`config.mk`:
```
export PLATFORM = sky130hd
export DESIGN_NAME = div_iter_unit
export DESIGN_NICKNAME = d
export VERILOG_FILES = /design/src/rtl/div_pkg.sv /design/src/rtl/div_operand_prep.sv /design/src/rtl/div_iter_unit.sv
export SDC_FILE = /design/constraint.sdc
export NUM_CORES = 1
export LEC_CHECK = 0
export BUFFER_PORTS_ARGS = -buffer_cell sky130_fd_sc_hd__buf_2
export CAP_MARGIN = 30
export CORE_UTILIZATION = 38
export DETAILED_ROUTE_END_ITERATION = 8
export PLACE_DENSITY = 0.64
export SKIP_LAST_GASP = 1
export SLEW_MARGIN = 40
export SYNTH_ARGS = -nofsm -noshare
export SYNTH_HDL_FRONTEND = slang
export SYNTH_HIERARCHICAL = 1
export SYNTH_SLANG_ARGS = --single-unit
```
`constraint.sdc`:
```
create_clock -name clk -period 10.3 [get_ports clk]
set_input_delay 1.545 -clock clk [delete_from_list [all_inputs] [get_ports clk]]
set_output_delay 1.545 -clock clk [all_outputs]
set_load 0.05 [all_outputs]
```
`src/rtl/div_pkg.sv`:
```
// rtl/div_pkg.sv - shared encodings and constants for the iterative divider
package div_pkg;

    localparam logic [1:0] OP_DIV  = 2'b00;
    localparam logic [1:0] OP_DIVU = 2'b01;
    localparam logic [1:0] OP_REM  = 2'b10;
    localparam logic [1:0] OP_REMU = 2'b11;

    typedef enum logic [1:0] {
        ST_IDLE = 2'd0,
        ST_CALC = 2'd1,
        ST_FIX  = 2'd2,
        ST_DONE = 2'd3
    } div_state_t;

    // Most negative two's-complement values; the top XLEN bits of the 64-bit
    // constant give the full-width value for either supported XLEN.
    localparam logic [63:0] MOST_NEG_64 = 64'h8000_0000_0000_0000;
    localparam logic [31:0] MOST_NEG_32 = 32'h8000_0000;

endpackage

```
`src/rtl/div_operand_prep.sv`:
```
// rtl/div_operand_prep.sv - operand extension, magnitudes and one-cycle special results
module div_operand_prep
    import div_pkg::*;
#(
    parameter int XLEN = 64
) (
    input  logic [1:0]      op,
    input  logic            word,
    input  logic [XLEN-1:0] a,
    input  logic [XLEN-1:0] b,
    output logic [XLEN-1:0] a_mag,
    output logic [XLEN-1:0] b_mag,
    output logic            a_neg,
    output logic            b_neg,
    output logic            special,
    output logic [XLEN-1:0] special_result
);

    localparam logic [XLEN-1:0] MIN_FULL = MOST_NEG_64[63 -: XLEN];
    localparam logic [XLEN-1:0] MIN_WORD = XLEN'($signed(MOST_NEG_32));

    logic            is_signed;
    logic            is_rem;
    logic [XLEN-1:0] a_prep;
    logic [XLEN-1:0] b_prep;
    logic            div_zero;
    logic            overflow;
    logic [XLEN-1:0] sel;

    // Extend operands to the effective width, then derive signs, magnitudes and specials
    always_comb begin
        is_signed = (op == OP_DIV) || (op == OP_REM);
        is_rem    = (op == OP_REM) || (op == OP_REMU);
        if (word) begin
            a_prep = is_signed ? XLEN'($signed(a[31:0])) : XLEN'(a[31:0]);
            b_prep = is_signed ? XLEN'($signed(b[31:0])) : XLEN'(b[31:0]);
        end else begin
            a_prep = a;
            b_prep = b;
        end
        a_neg    = is_signed & a_prep[XLEN-1];
        b_neg    = is_signed & b_prep[XLEN-1];
        a_mag    = a_neg ? -a_prep : a_prep;
        b_mag    = b_neg ? -b_prep : b_prep;
        div_zero = (b_prep == '0);
        overflow = is_signed && (a_prep == (word ? MIN_WORD : MIN_FULL)) && (b_prep == '1);
        special  = div_zero | overflow;
        if (div_zero) begin
            sel = is_rem ? a_prep : '1;
        end else begin
            sel = is_rem ? '0 : a_prep;
        end
        special_result = word ? XLEN'($signed(sel[31:0])) : sel;
    end

endmodule

```
`src/rtl/div_iter_unit.sv`:
```
// rtl/div_iter_unit.sv - iterative restoring divider for the M-extension divide/remainder ops
module div_iter_unit
    import div_pkg::*;
#(
    parameter int XLEN     = 64,
    parameter int WORD_OPS = 1
) (
    input  logic            clk,
    input  logic            rst,
    input  logic            in_valid,
    output logic            in_ready,
    input  logic [1:0]      in_op,
    input  logic            in_word,
    input  logic [XLEN-1:0] in_a,
    input  logic [XLEN-1:0] in_b,
    input  logic            flush,
    output logic            out_valid,
    input  logic            out_ready,
    output logic [XLEN-1:0] out_result,
    output logic            busy
);

    localparam int   CNT_W   = $clog2(XLEN);
    localparam logic WORD_EN = (WORD_OPS != 0) && (XLEN == 64);

    div_state_t      state;
    div_state_t      state_nxt;
    logic [CNT_W-1:0] cnt;
    logic [XLEN:0]   rem;
    logic [XLEN-1:0] quo;
    logic [XLEN-1:0] b_mag_q;
    logic [1:0]      op_q;
    logic            word_q;
    logic            a_neg_q;
    logic            b_neg_q;

    logic            word_eff;
    logic            accept;
    logic [XLEN-1:0] a_mag;
    logic [XLEN-1:0] b_mag;
    logic            a_neg;
    logic            b_neg;
    logic            special;
    logic [XLEN-1:0] special_result;

    logic [XLEN:0]   shifted;
    logic [XLEN:0]   trial;
    logic            ge;
    logic [XLEN-1:0] quo_fix;
    logic [XLEN-1:0] rem_fix;
    logic [XLEN-1:0] fix_sel;
    logic [XLEN-1:0] fix_result;

    assign word_eff = in_word & WORD_EN;
    assign accept   = in_valid & in_ready & ~flush;

    div_operand_prep #(.XLEN(XLEN)) u_prep (
        .op             (in_op),
        .word           (word_eff),
        .a              (in_a),
        .b              (in_b),
        .a_mag          (a_mag),
        .b_mag          (b_mag),
        .a_neg          (a_neg),
        .b_neg          (b_neg),
        .special        (special),
        .special_result (special_result)
    );

    // State register
    always_ff @(posedge clk) begin
        if (rst) state <= ST_IDLE;
        else     state <= state_nxt;
    end

    // Next-state decode; flush overrides every other request
    always_comb begin
        state_nxt = state;
        if (flush) begin
            state_nxt = ST_IDLE;
        end else begin
            case (state)
                ST_IDLE: if (accept) state_nxt = special ? ST_DONE : ST_CALC;
                ST_CALC: if (cnt == '0) state_nxt = ST_FIX;
                ST_FIX:  state_nxt = ST_DONE;
                ST_DONE: if (out_valid && out_ready) state_nxt = ST_IDLE;
                default: state_nxt = ST_IDLE;
            endcase
        end
    end

    // Unregistered status outputs decoded from the state register
    always_comb begin
        in_ready = (state == ST_IDLE) && !rst;
        busy     = (state != ST_IDLE);
    end

    // One restoring step plus the sign fix-up applied after the last step
    always_comb begin
        shifted    = {rem[XLEN-1:0], quo[XLEN-1]};
        ge         = ({rem, quo[XLEN-1]} >= {2'b00, b_mag_q});
        trial      = shifted - {1'b0, b_mag_q};
        quo_fix    = (a_neg_q ^ b_neg_q) ? -quo : quo;
        rem_fix    = a_neg_q ? -rem[XLEN-1:0] : rem[XLEN-1:0];
        fix_sel    = op_q[1] ? rem_fix : quo_fix;
        fix_result = word_q ? XLEN'($signed(fix_sel[31:0])) : fix_sel;
    end

    // Datapath: latch operands on accept, iterate in CALC, register the result
    always_ff @(posedge clk) begin
        if (rst) begin
            cnt        <= '0;
            rem        <= '0;
            quo        <= '0;
            b_mag_q    <= '0;
            op_q       <= OP_DIV;
            word_q     <= 1'b0;
            a_neg_q    <= 1'b0;
            b_neg_q    <= 1'b0;
            out_result <= '0;
        end else begin
            case (state)
                ST_IDLE: begin
                    if (accept) begin
                        op_q    <= in_op;
                        word_q  <= word_eff;
                        a_neg_q <= a_neg;
                        b_neg_q <= b_neg;
                        b_mag_q <= b_mag;
                        rem     <= '0;
                        // Word magnitudes sit in the top half so 32 steps consume them
                        quo     <= word_eff ? (a_mag << (XLEN - 32)) : a_mag;
                        cnt     <= word_eff ? CNT_W'(31) : CNT_W'(XLEN - 1);
                        if (special) out_result <= special_result;
                    end
                end
                ST_CALC: begin
                    rem <= ge ? trial : shifted;
                    quo <= {quo[XLEN-2:0], ge};
                    cnt <= cnt - 1'b1;
                end
                ST_FIX:  out_result <= fix_result;
                default: ;
            endcase
        end
    end

    // out_valid follows DONE by one edge and drops on the handshake or a flush
    always_ff @(posedge clk) begin
        if (rst || flush) out_valid <= 1'b0;
        else              out_valid <= (state == ST_DONE) && !(out_valid && out_ready);
    end

endmodule

```
==> results of run 1 <==
## area by class of cell
| cell class | count | share of cell area |
|---|---|---|
| Antenna cell | 1 | 0.00009582 |
| Clock buffer | 44 | 0.03837 |
| Clock inverter | 14 | 0.007186 |
| Inverter | 122 | 0.01753 |
| Multi-Input combinational cell | 2656 | 0.6402 |
| Sequential cell | 270 | 0.2072 |
| Tap cell | 782 | 0.03746 |
| Timing Repair Buffer | 247 | 0.05198 |
## metrics by stage
step | std cells | setup slack (ps) | instance area [um2] | total power, uW | hold WS, ps
4_1_cts | 4135 | 4723 | 26090 | 3257 | 440.3
2_1_floorplan | 3292 | 5731 | 23370 | 1684 | 450.5
5_1_grt | 4135 | 4696 | 26110 | 3391 | 470.1
6_report | 4136 | 4998 | 26120 | 3264 | 438.6
3_3_place_gp | 4077 | 4296 | 24840 | 1961 | 431.4
3_5_place_dp | 4077 | 4150 | 24900 | 1961 | 427.6
## state kept, by name, summed over array words and instances, names as in the netlist
signal	flops
quo	64
b_neg_q	1
out_valid	1
a_neg_q	1
out_result	64
rem	65
word_q	1
cnt	6
op_q	1
state	2
b_mag_q	64
## cell families (layout without fill, tap and decap cells)
| kind of cell | count (synthesis) | count (layout) | synth area share |
|---|---|---|---|
| fa+ha+maj | 113 | 113 | 0.05686 |
| mux | 60 | 60 | 0.02687 |
| simple gates | 1176 | 1176 | 0.2346 |
| buf+inv | 366 | 427 | 0.06221 |
| xor+xnor | 292 | 292 | 0.1094 |
| flops | 270 | 270 | 0.2313 |
| other cells | 0 | 1 | 0 |
| compound gates | 1015 | 1015 | 0.2788 |
## layer usage
metal / global-route usage / wire [um] / up-vias
li1: - / - / 12009
met1: 0.3901 / 39670 / 11872
met2: 0.4449 / 40290 / 1267
met3: 0.05163 / 8793 / 204
met4: 0.1041 / 3795 / 0
met5: 0 / 0 / -
## power by group through the flow
stage / Combinational [uW] / Clock [uW] / Sequential [uW]
final: 861 / 1300 / 1100
after detailed placement: 836 / 0 / 1130
after CTS: 841 / 1310 / 1100
after floorplan: 564 / 0 / 1120
after global routing: 925 / 1360 / 1110
after global placement: 836 / 0 / 1120
## worst paths after layout
check,to,from,cells past startpoint,slack (ps)
setup / recovery,out_result[61],in_b[17],12,5000
hold / removal,out_result[47],out_result[47],2,440
setup reg to reg,rem[30],quo[63],16,5780
hold reg to reg,out_result[47],out_result[47],2,440
## worst max-delay path, cell delays in order
cell and delay [ps]:
sky130_fd_sc_hd__buf_2 120, sky130_fd_sc_hd__or4_1 590, sky130_fd_sc_hd__or4_1 590, sky130_fd_sc_hd__nor4_1 680, sky130_fd_sc_hd__o2111a_2 320, sky130_fd_sc_hd__buf_4 490
sky130_fd_sc_hd__a41o_1 220, sky130_fd_sc_hd__a22oi_1 80, sky130_fd_sc_hd__buf_4 270, sky130_fd_sc_hd__a311oi_2 510, sky130_fd_sc_hd__o21ai_0 200, sky130_fd_sc_hd__o21ai_1 150
## synth_stat cells (all sizes together), types with 38 or more instances
library cell,instances
nand2,404
nor2,336
dfxtp,270
a21oi,262
o21ai,236
clkbuf,213
xor2,149
xnor2,143
inv,121
o31ai,116
nor3,80
a211oi,75
ha,75
a31oi,66
nand3,65
nor4,55
nand4,46
or4,39
mux2i,38
==> impl_metrics.prom, run 1 <==
# TYPE chip_impl_metric gauge
chip_impl_metric{name="maximum_number_of_pins_on_one_net_before_global_route_repair",unit=""} 80
chip_impl_metric{name="floorplan.initialDensity",unit=""} 0.3858
chip_impl_metric{name="clock-skew-final",unit="ps"} 18.42
chip_impl_info{name="clock_tree.root_cell",value="sky130_fd_sc_hd__clkbuf_16"} 1
chip_impl_info{name="hold_path_class",value="reg -> reg"} 1
chip_impl_metric{name="final-setup-viol-count",unit=""} 0
chip_impl_metric{name="worst_setup_hold_path_clk_slew",unit="ps"} 60
chip_impl_metric{name="power.density",unit="nW/um2"} 125.0
chip_impl_metric{name="clock_power_share",unit=""} 0.398
chip_impl_info{name="unrepaired_setup_endpoints_after_global_routing",value="no"} 1
chip_impl_metric{name="fillCellCount",unit=""} 6259
chip_impl_metric{name="multiInputGateArea",unit="um2"} 16720
chip_impl_metric{name="die_area",unit="um2"} 62500
chip_impl_metric{name="maxSlewViolCount",unit=""} 0
chip_impl_metric{name="peak_ir_drop_on_the_vdd_network",unit="mV"} 0.07531
chip_impl_info{name="cts_tree",value="yes"} 1
chip_impl_metric{name="row_cnt",unit=""} 90
chip_impl_metric{name="num_vias",unit=""} 25352
chip_impl_metric{name="number_of_port_buffers",unit=""} 202
chip_impl_info{name="final_cell_mix",value="sky130_fd_sc_hd__nand2_1 (404), sky130_fd_sc_hd__nor2_1 (333), sky130_fd_sc_hd__dfxtp_1 (268)"} 1
chip_impl_metric{name="route.final.wire_length",unit="um"} 92550
chip_impl_metric{name="grt_antenna_before_repair",unit=""} 3
chip_impl_metric{name="timing.max_slew.rel_slack",unit=""} 0.3388
chip_impl_info{name="synth_largest_area_cell",value="sky130_fd_sc_hd__dfxtp_1"} 1
chip_impl_metric{name="postSynthCellCount",unit=""} 3292
chip_impl_metric{name="leakage",unit="uW"} 0.01033
chip_impl_metric{name="post-route-drc-count",unit=""} 15
chip_impl_info{name="critPathCaptureType",value="flop"} 1
chip_impl_metric{name="pin_count",unit=""} 203
chip_impl_metric{name="grt_pass1_wl",unit="um"} 140200
chip_impl_info{name="synth_top_cells_by_area",value="sky130_fd_sc_hd__dfxtp_1 (23%), sky130_fd_sc_hd__nand2_1 (6.5%), sky130_fd_sc_hd__a21oi_1 (5.6%), sky130_fd_sc_hd__xor2_1 (5.6%), sky130_fd_sc_hd__nor2_1 (5.4%)"} 1
chip_impl_metric{name="final_net_count",unit=""} 3544
chip_impl_metric{name="crit_path_max_fanout",unit=""} 40
chip_impl_metric{name="synthArstFlopShare",unit=""} 0
chip_impl_metric{name="synth-edff-count",unit=""} 0
chip_impl_metric{name="critPathArrivalTime",unit="ps"} 5790
chip_impl_metric{name="fmaxAchievable",unit="MHz"} 188.6
chip_impl_metric{name="syn-cell-area",unit="um2"} 23370
chip_impl_metric{name="postcts_resize_cnt",unit=""} 0
chip_impl_info{name="cp_class",value="in -> reg"} 1
chip_impl_metric{name="drive_above_1_share",unit=""} 0.1178
chip_impl_metric{name="flow.area_growth_from_synthesis",unit="%"} 11.75
chip_impl_metric{name="numClockSinks",unit=""} 270
chip_impl_metric{name="layout.core_utilization",unit=""} 0.4311
chip_impl_metric{name="gr-usage-all-layers",unit=""} 0.2852
chip_impl_metric{name="area_fraction_of_the_dominant_cell_type_after_synthesis",unit=""} 0.2313
chip_impl_metric{name="clock_path_buffers",unit=""} 3
chip_impl_metric{name="wire_per_inst",unit="um"} 22.38
chip_impl_metric{name="drtPass1Iterations",unit=""} 9
chip_impl_metric{name="gp_routability_congestion",unit=""} 0.9860
chip_impl_metric{name="post_cts_hold_buffer_count",unit=""} 0
chip_impl_metric{name="violation_count_after_the_first_detailed_route_iteration",unit=""} 3018
chip_impl_metric{name="cts_made_buffers",unit=""} 35
chip_impl_metric{name="grt_overflow",unit=""} 0
chip_impl_metric{name="tns",unit="ps"} 0
chip_impl_metric{name="synth.distinct_cells",unit=""} 86
chip_impl_metric{name="cts_max_level",unit=""} 2
chip_impl_metric{name="via_per_inst",unit=""} 6.130
chip_impl_metric{name="first_global_vias",unit=""} 22989
chip_impl_metric{name="p_sw_frac",unit=""} 0.3403
chip_impl_metric{name="cts_setup_buffers",unit=""} 0
chip_impl_metric{name="yosys_warning_total",unit=""} 6
chip_impl_metric{name="fp.dieH",unit="um"} 250
chip_impl_metric{name="post-route-min-period",unit="ps"} 5302
chip_impl_metric{name="comb_power_share",unit=""} 0.264
chip_impl_metric{name="period_share",unit=""} 0.5147
chip_impl_info{name="outcome",value="finished, violations left"} 1
chip_impl_metric{name="die_x",unit="um"} 250
chip_impl_metric{name="seq_total_area_yosys",unit=""} 0.2313
chip_impl_info{name="synth_top_flop_cell",value="sky130_fd_sc_hd__dfxtp_1"} 1
chip_impl_metric{name="synth_area_per_cell",unit="um2"} 7.099
chip_impl_metric{name="sequential_cell_area",unit="um2"} 5410
chip_impl_metric{name="power_frac_seq",unit=""} 0.338
chip_impl_metric{name="coreArea",unit="um2"} 60580
chip_impl_metric{name="hold_viol",unit=""} 0
chip_impl_metric{name="postSynthRegisterBits",unit=""} 270
chip_impl_metric{name="ant_nets",unit=""} 0
chip_impl_metric{name="max_slew.worst_pin.slew",unit="ps"} 989.7
chip_impl_metric{name="cap_viol_max_count",unit=""} 0
chip_impl_metric{name="cp.required",unit="ps"} 10790
chip_impl_info{name="critPathLaunchType",value="input pin"} 1
chip_impl_metric{name="worst_skew_pair.late_latency",unit="ps"} 560
chip_impl_info{name="most_common_cell_after_layout_fill_and_taps_aside",value="sky130_fd_sc_hd__nand2_1"} 1
chip_impl_metric{name="internal-power",unit="uW"} 2153
chip_impl_metric{name="postSynthNetCount",unit=""} 3504
chip_impl_metric{name="post-dp-hpwl",unit="um"} 69820
chip_impl_metric{name="switching_power",unit="uW"} 1111
chip_impl_info{name="failed_checks",value="design-rule violations"} 1
(Power assumes the default switching activity.)
==> run 2, diff against run 1 <==
--- a/config.mk
+++ b/config.mk
@@ -5,11 +5,12 @@
 export SDC_FILE = /design/constraint.sdc
 export NUM_CORES = 1
 export LEC_CHECK = 0
+export ABC_AREA = 1
 export BUFFER_PORTS_ARGS = -buffer_cell sky130_fd_sc_hd__buf_2
 export CAP_MARGIN = 30
 export CORE_UTILIZATION = 38
 export DETAILED_ROUTE_END_ITERATION = 8
-export PLACE_DENSITY = 0.64
+export PLACE_DENSITY = 0.63
 export SKIP_LAST_GASP = 1
 export SLEW_MARGIN = 40
 export SYNTH_ARGS = -nofsm -noshare
==> constraint.sdc (replaced) <==
create_clock -name clk -period 5.4 [get_ports clk]
set_input_delay 0.81 -clock clk [delete_from_list [all_inputs] [get_ports clk]]
set_output_delay 0.81 -clock clk [all_outputs]
set_load 0.05 [all_outputs]
==> impl_metrics.prom, run 2 <==
# TYPE chip_impl_metric gauge
chip_impl_metric{name="grt_pass1_wl",unit="um"} 201500
chip_impl_info{name="slowest_stage",value="sky130_fd_sc_hd__dfxtp_1"} 1
chip_impl_info{name="synth_most_common_cell",value="sky130_fd_sc_hd__nand2_1"} 1
chip_impl_metric{name="clock-skew-final",unit="ps"} 53.53
chip_impl_info{name="synth_top_flop_cell",value="sky130_fd_sc_hd__dfxtp_1"} 1
chip_impl_metric{name="leakage",unit="uW"} 0.01627
chip_impl_metric{name="final.setup.worst_slack",unit="ps"} 1438
chip_impl_info{name="synthTopCellsByCount",value="sky130_fd_sc_hd__nand2_1 (1,905), sky130_fd_sc_hd__nor2_1 (723), sky130_fd_sc_hd__inv_1 (611), sky130_fd_sc_hd__nand3_1 (464), sky130_fd_sc_hd__a21oi_1 (325)"} 1
chip_impl_metric{name="area_fraction_of_the_dominant_cell_type_after_synthesis",unit=""} 0.2465
chip_impl_info{name="failed_checks",value="design-rule violations"} 1
chip_impl_metric{name="yosys_warning_total",unit=""} 6
chip_impl_metric{name="fp.dieH",unit="um"} 278.3
chip_impl_metric{name="final-setup-viol-count",unit=""} 0
chip_impl_metric{name="worst_skew_pair.late_latency",unit="ps"} 620
chip_impl_metric{name="xor_xnor_cell_area_share_of_the_yosys_netlist",unit=""} 0.03834
chip_impl_metric{name="first_global_vias",unit=""} 32555
chip_impl_info{name="outcome",value="finished, violations left"} 1
chip_impl_metric{name="timing.max_slew.rel_slack",unit=""} 0.3331
chip_impl_info{name="unrepaired_setup_endpoints_after_global_routing",value="no"} 1
chip_impl_metric{name="tns",unit="ps"} 0
chip_impl_info{name="cp_top_family",value="simple AND/OR/NAND/NOR gates"} 1
chip_impl_metric{name="die_area",unit="um2"} 77450
chip_impl_metric{name="drtPass1Iterations",unit=""} 9
chip_impl_metric{name="peak_ir_drop_on_the_vdd_network",unit="mV"} 0.2677
chip_impl_metric{name="floorplan.initialDensity",unit=""} 0.3871
chip_impl_metric{name="synth-edff-count",unit=""} 0
chip_impl_info{name="largest_family_of_logic_cells_by_synthesized_area",value="simple AND/OR/NAND/NOR gates"} 1
chip_impl_metric{name="pin_count",unit=""} 203
chip_impl_metric{name="cp.required",unit="ps"} 5870
chip_impl_metric{name="cap_viol_max_count",unit=""} 0
chip_impl_metric{name="postSynthRegisterBits",unit=""} 270
chip_impl_info{name="cts_tree",value="yes"} 1
chip_impl_metric{name="synth.distinct_cells",unit=""} 50
chip_impl_info{name="hold_path_class",value="reg -> reg"} 1
chip_impl_metric{name="wire_per_inst",unit="um"} 21.02
chip_impl_metric{name="postSynthCellCount",unit=""} 5476
chip_impl_metric{name="ant_nets",unit=""} 0
chip_impl_metric{name="crit_path_max_incr_delay",unit="ps"} 550
chip_impl_metric{name="max_slew.worst_pin.slew",unit="ps"} 992.8
chip_impl_metric{name="maximum_number_of_pins_on_one_net_before_global_route_repair",unit=""} 91
chip_impl_metric{name="drive_above_1_share",unit=""} 0.07060
chip_impl_metric{name="row_cnt",unit=""} 100
chip_impl_metric{name="num_vias",unit=""} 36473
chip_impl_metric{name="via_per_inst",unit=""} 5.605
chip_impl_metric{name="largest_register_ff_count",unit=""} 65
chip_impl_info{name="cp_class",value="reg -> reg"} 1
chip_impl_metric{name="violation_count_after_the_first_detailed_route_iteration",unit=""} 5188
chip_impl_metric{name="cts_setup_buffers",unit=""} 0
chip_impl_metric{name="synthSimpleGateAreaFrac",unit=""} 0.4745
chip_impl_metric{name="cts_made_buffers",unit=""} 30
chip_impl_metric{name="switching_power",unit="uW"} 2673
chip_impl_metric{name="critPathArrivalTime",unit="ps"} 4430
chip_impl_metric{name="synthArstFlopShare",unit=""} 0
chip_impl_metric{name="crit_path_max_fanout",unit=""} 60
chip_impl_metric{name="maxSlewViolCount",unit=""} 0
chip_impl_metric{name="number_of_port_buffers",unit=""} 202
chip_impl_metric{name="power_frac_seq",unit=""} 0.327
chip_impl_metric{name="postcts_resize_cnt",unit=""} 0
chip_impl_info{name="registers.top_by_ff_count",value="rem"} 1
chip_impl_metric{name="period_share",unit=""} 0.7337
chip_impl_info{name="critPathLaunchType",value="flop"} 1
chip_impl_info{name="sequence_of_cells_on_the_critical_path",value="ha_1 > nand2_1 > inv_1 > nand2_1 > nand2_1 > a21oi_1 > nand3_2 > nand2_1 > nand2_2 > nand3_4 > buf_4 > nand2_2 > buf_12 > nand2_2 > nand2_1 > nand2_1 > a21oi_1"} 1
chip_impl_metric{name="route.final.wire_length",unit="um"} 136800
chip_impl_metric{name="cts_max_level",unit=""} 1
chip_impl_metric{name="gp_routability_congestion",unit=""} 1.047
chip_impl_info{name="final_cell_mix",value="sky130_fd_sc_hd__nand2_1 (1,904), sky130_fd_sc_hd__nor2_1 (720), sky130_fd_sc_hd__inv_1 (608)"} 1
chip_impl_info{name="most_common_cell_on_crit_path",value="sky130_fd_sc_hd__nand2_1"} 1
chip_impl_metric{name="flow.area_growth_from_synthesis",unit="%"} 8.816
chip_impl_metric{name="clock_path_buffers",unit=""} 3
chip_impl_metric{name="fmaxAchievable",unit="MHz"} 252.4
chip_impl_metric{name="dp_slack",unit="ps"} 974.1
chip_impl_info{name="most_common_cell_after_layout_fill_and_taps_aside",value="sky130_fd_sc_hd__nand2_1"} 1
chip_impl_info{name="critPathCaptureType",value="flop"} 1
chip_impl_metric{name="comb_power_share",unit=""} 0.363
chip_impl_metric{name="numClockSinks",unit=""} 270
chip_impl_metric{name="seq_total_area_yosys",unit=""} 0.1863
chip_impl_info{name="synth_largest_area_cell",value="sky130_fd_sc_hd__nand2_1"} 1
chip_impl_metric{name="compound_cell_area_share_of_the_yosys_netlist",unit=""} 0.1510
chip_impl_metric{name="synth_area_per_cell",unit="um2"} 5.297
chip_impl_info{name="synth_top_cells_by_area",value="sky130_fd_sc_hd__nand2_1 (25%), sky130_fd_sc_hd__dfxtp_1 (19%), sky130_fd_sc_hd__nor2_1 (9.4%), sky130_fd_sc_hd__nand3_1 (8.0%), sky130_fd_sc_hd__inv_1 (7.9%)"} 1
chip_impl_metric{name="postSynthNetCount",unit=""} 5688
chip_impl_metric{name="worst_setup_hold_path_clk_slew",unit="ps"} 60
chip_impl_metric{name="final_net_count",unit=""} 5734
chip_impl_metric{name="internal-power",unit="uW"} 3775
chip_impl_metric{name="hold_viol",unit=""} 0
chip_impl_metric{name="clock_power_share",unit=""} 0.310
chip_impl_metric{name="post-dp-hpwl",unit="um"} 111800
chip_impl_metric{name="post_cts_hold_buffer_count",unit=""} 0
chip_impl_metric{name="power.density",unit="nW/um2"} 204.3
chip_impl_metric{name="die_x",unit="um"} 278.3
chip_impl_metric{name="p_sw_frac",unit=""} 0.4146
chip_impl_metric{name="grt_overflow",unit=""} 0
chip_impl_metric{name="grt_antenna_before_repair",unit=""} 3
chip_impl_metric{name="path_buf_inv",unit=""} 3
chip_impl_metric{name="synth_mux_area_frac",unit=""} 0
chip_impl_metric{name="ant_diodes",unit=""} 0
chip_impl_metric{name="syn-cell-area",unit="um2"} 29010
chip_impl_metric{name="synth_fa_ha_area_frac",unit=""} 0.03304
chip_impl_metric{name="post-route-min-period",unit="ps"} 3962
chip_impl_metric{name="gr-usage-all-layers",unit=""} 0.3395
chip_impl_metric{name="post-route-drc-count",unit=""} 1
chip_impl_info{name="clock_tree.root_cell",value="sky130_fd_sc_hd__clkbuf_16"} 1
chip_impl_metric{name="coreArea",unit="um2"} 74950
[run 2: cell types whose count changed after synthesis, sizes merged, moves of 69 or more]
cell | previous run | this run
inv | 121 | 629
nor2 | 336 | 749
nand3 | 65 | 472
nand2 | 404 | 1914
xnor2 | 143 | 55
clkbuf | 213 | 144
a211oi | 75 | 0
o31ai | 116 | 3
o21ai | 236 | 338
xor2 | 149 | 72
[run 2: path summary, 6_finish.rpt]
kind         slack [ps]  cells after the start             end           start
max                1440                     17         rem[58]         rem[11]
min                 470                      2  out_result[46]  out_result[46]
max reg2reg        1440                     17         rem[58]         rem[11]
min reg2reg         470                      2  out_result[46]  out_result[46]
[run 2: per-stage QoR]
step / hold slack (ps) / total power (uW) / util / instance area (um2) / std cells
after floorplan: 433.1 / 3614 / - / 29010 / 5476
after global placement: 450.7 / 4396 / 0.4083 / 30600 / 6458
after detailed placement: 455.7 / 4390 / 0.4088 / 30640 / 6459
after CTS: 465.1 / 6364 / 0.4211 / 31560 / 6507
after global routing: 491.1 / 6740 / 0.4212 / 31570 / 6507
final: 466.5 / 6448 / 0.4212 / 31570 / 6507
[run 2: final cells by class]
cell class	instances	area, um2
Clock buffer	37	807.0
Clock inverter	11	117.6
Fill cell	8540	43380
Inverter	634	2385
Multi-Input combinational cell	4347	20270
Sequential cell	270	5408
Tap cell	969	1212
Timing Repair Buffer	239	1365
[run 2: power groups by stage]
stage               sequential, uW  combinational (uW)  clock, uW
floorplan                     2130                1480          0
global placement              2150                2250          0
finish                        2110                2340       2000
global route                  2110                2540       2090
CTS                           2100                2250       2010
detailed placement            2150                2240          0
[run 2: layer usage]
| layer | share of wire | up-vias | GRT usage |
|---|---|---|---|
| li1 | - | 17585 | - |
| met1 | 0.44 | 16820 | 0.4906 |
| met2 | 0.41 | 1861 | 0.4982 |
| met3 | 0.11 | 207 | 0.07001 |
| met4 | 0.034 | 0 | 0.1054 |
| met5 | 0 | - | 0 |
[run 2: worst reg2reg max path, delay by kind of cell (launching register included)]
kind	cells	cell delay, ps
simple gates	11	1650
buf+inv	3	930
flops	1	550
fa+ha+maj	1	370
compound gates	2	320
[run 2: kinds of logic after synthesis]
family | Yosys count
buffers and inverters | 859
AOI/OAI and AO/OA | 813
DFF | 270
xor gates and xnor gates | 127
adders and majority gates | 76
and+or+nand+nor | 3331
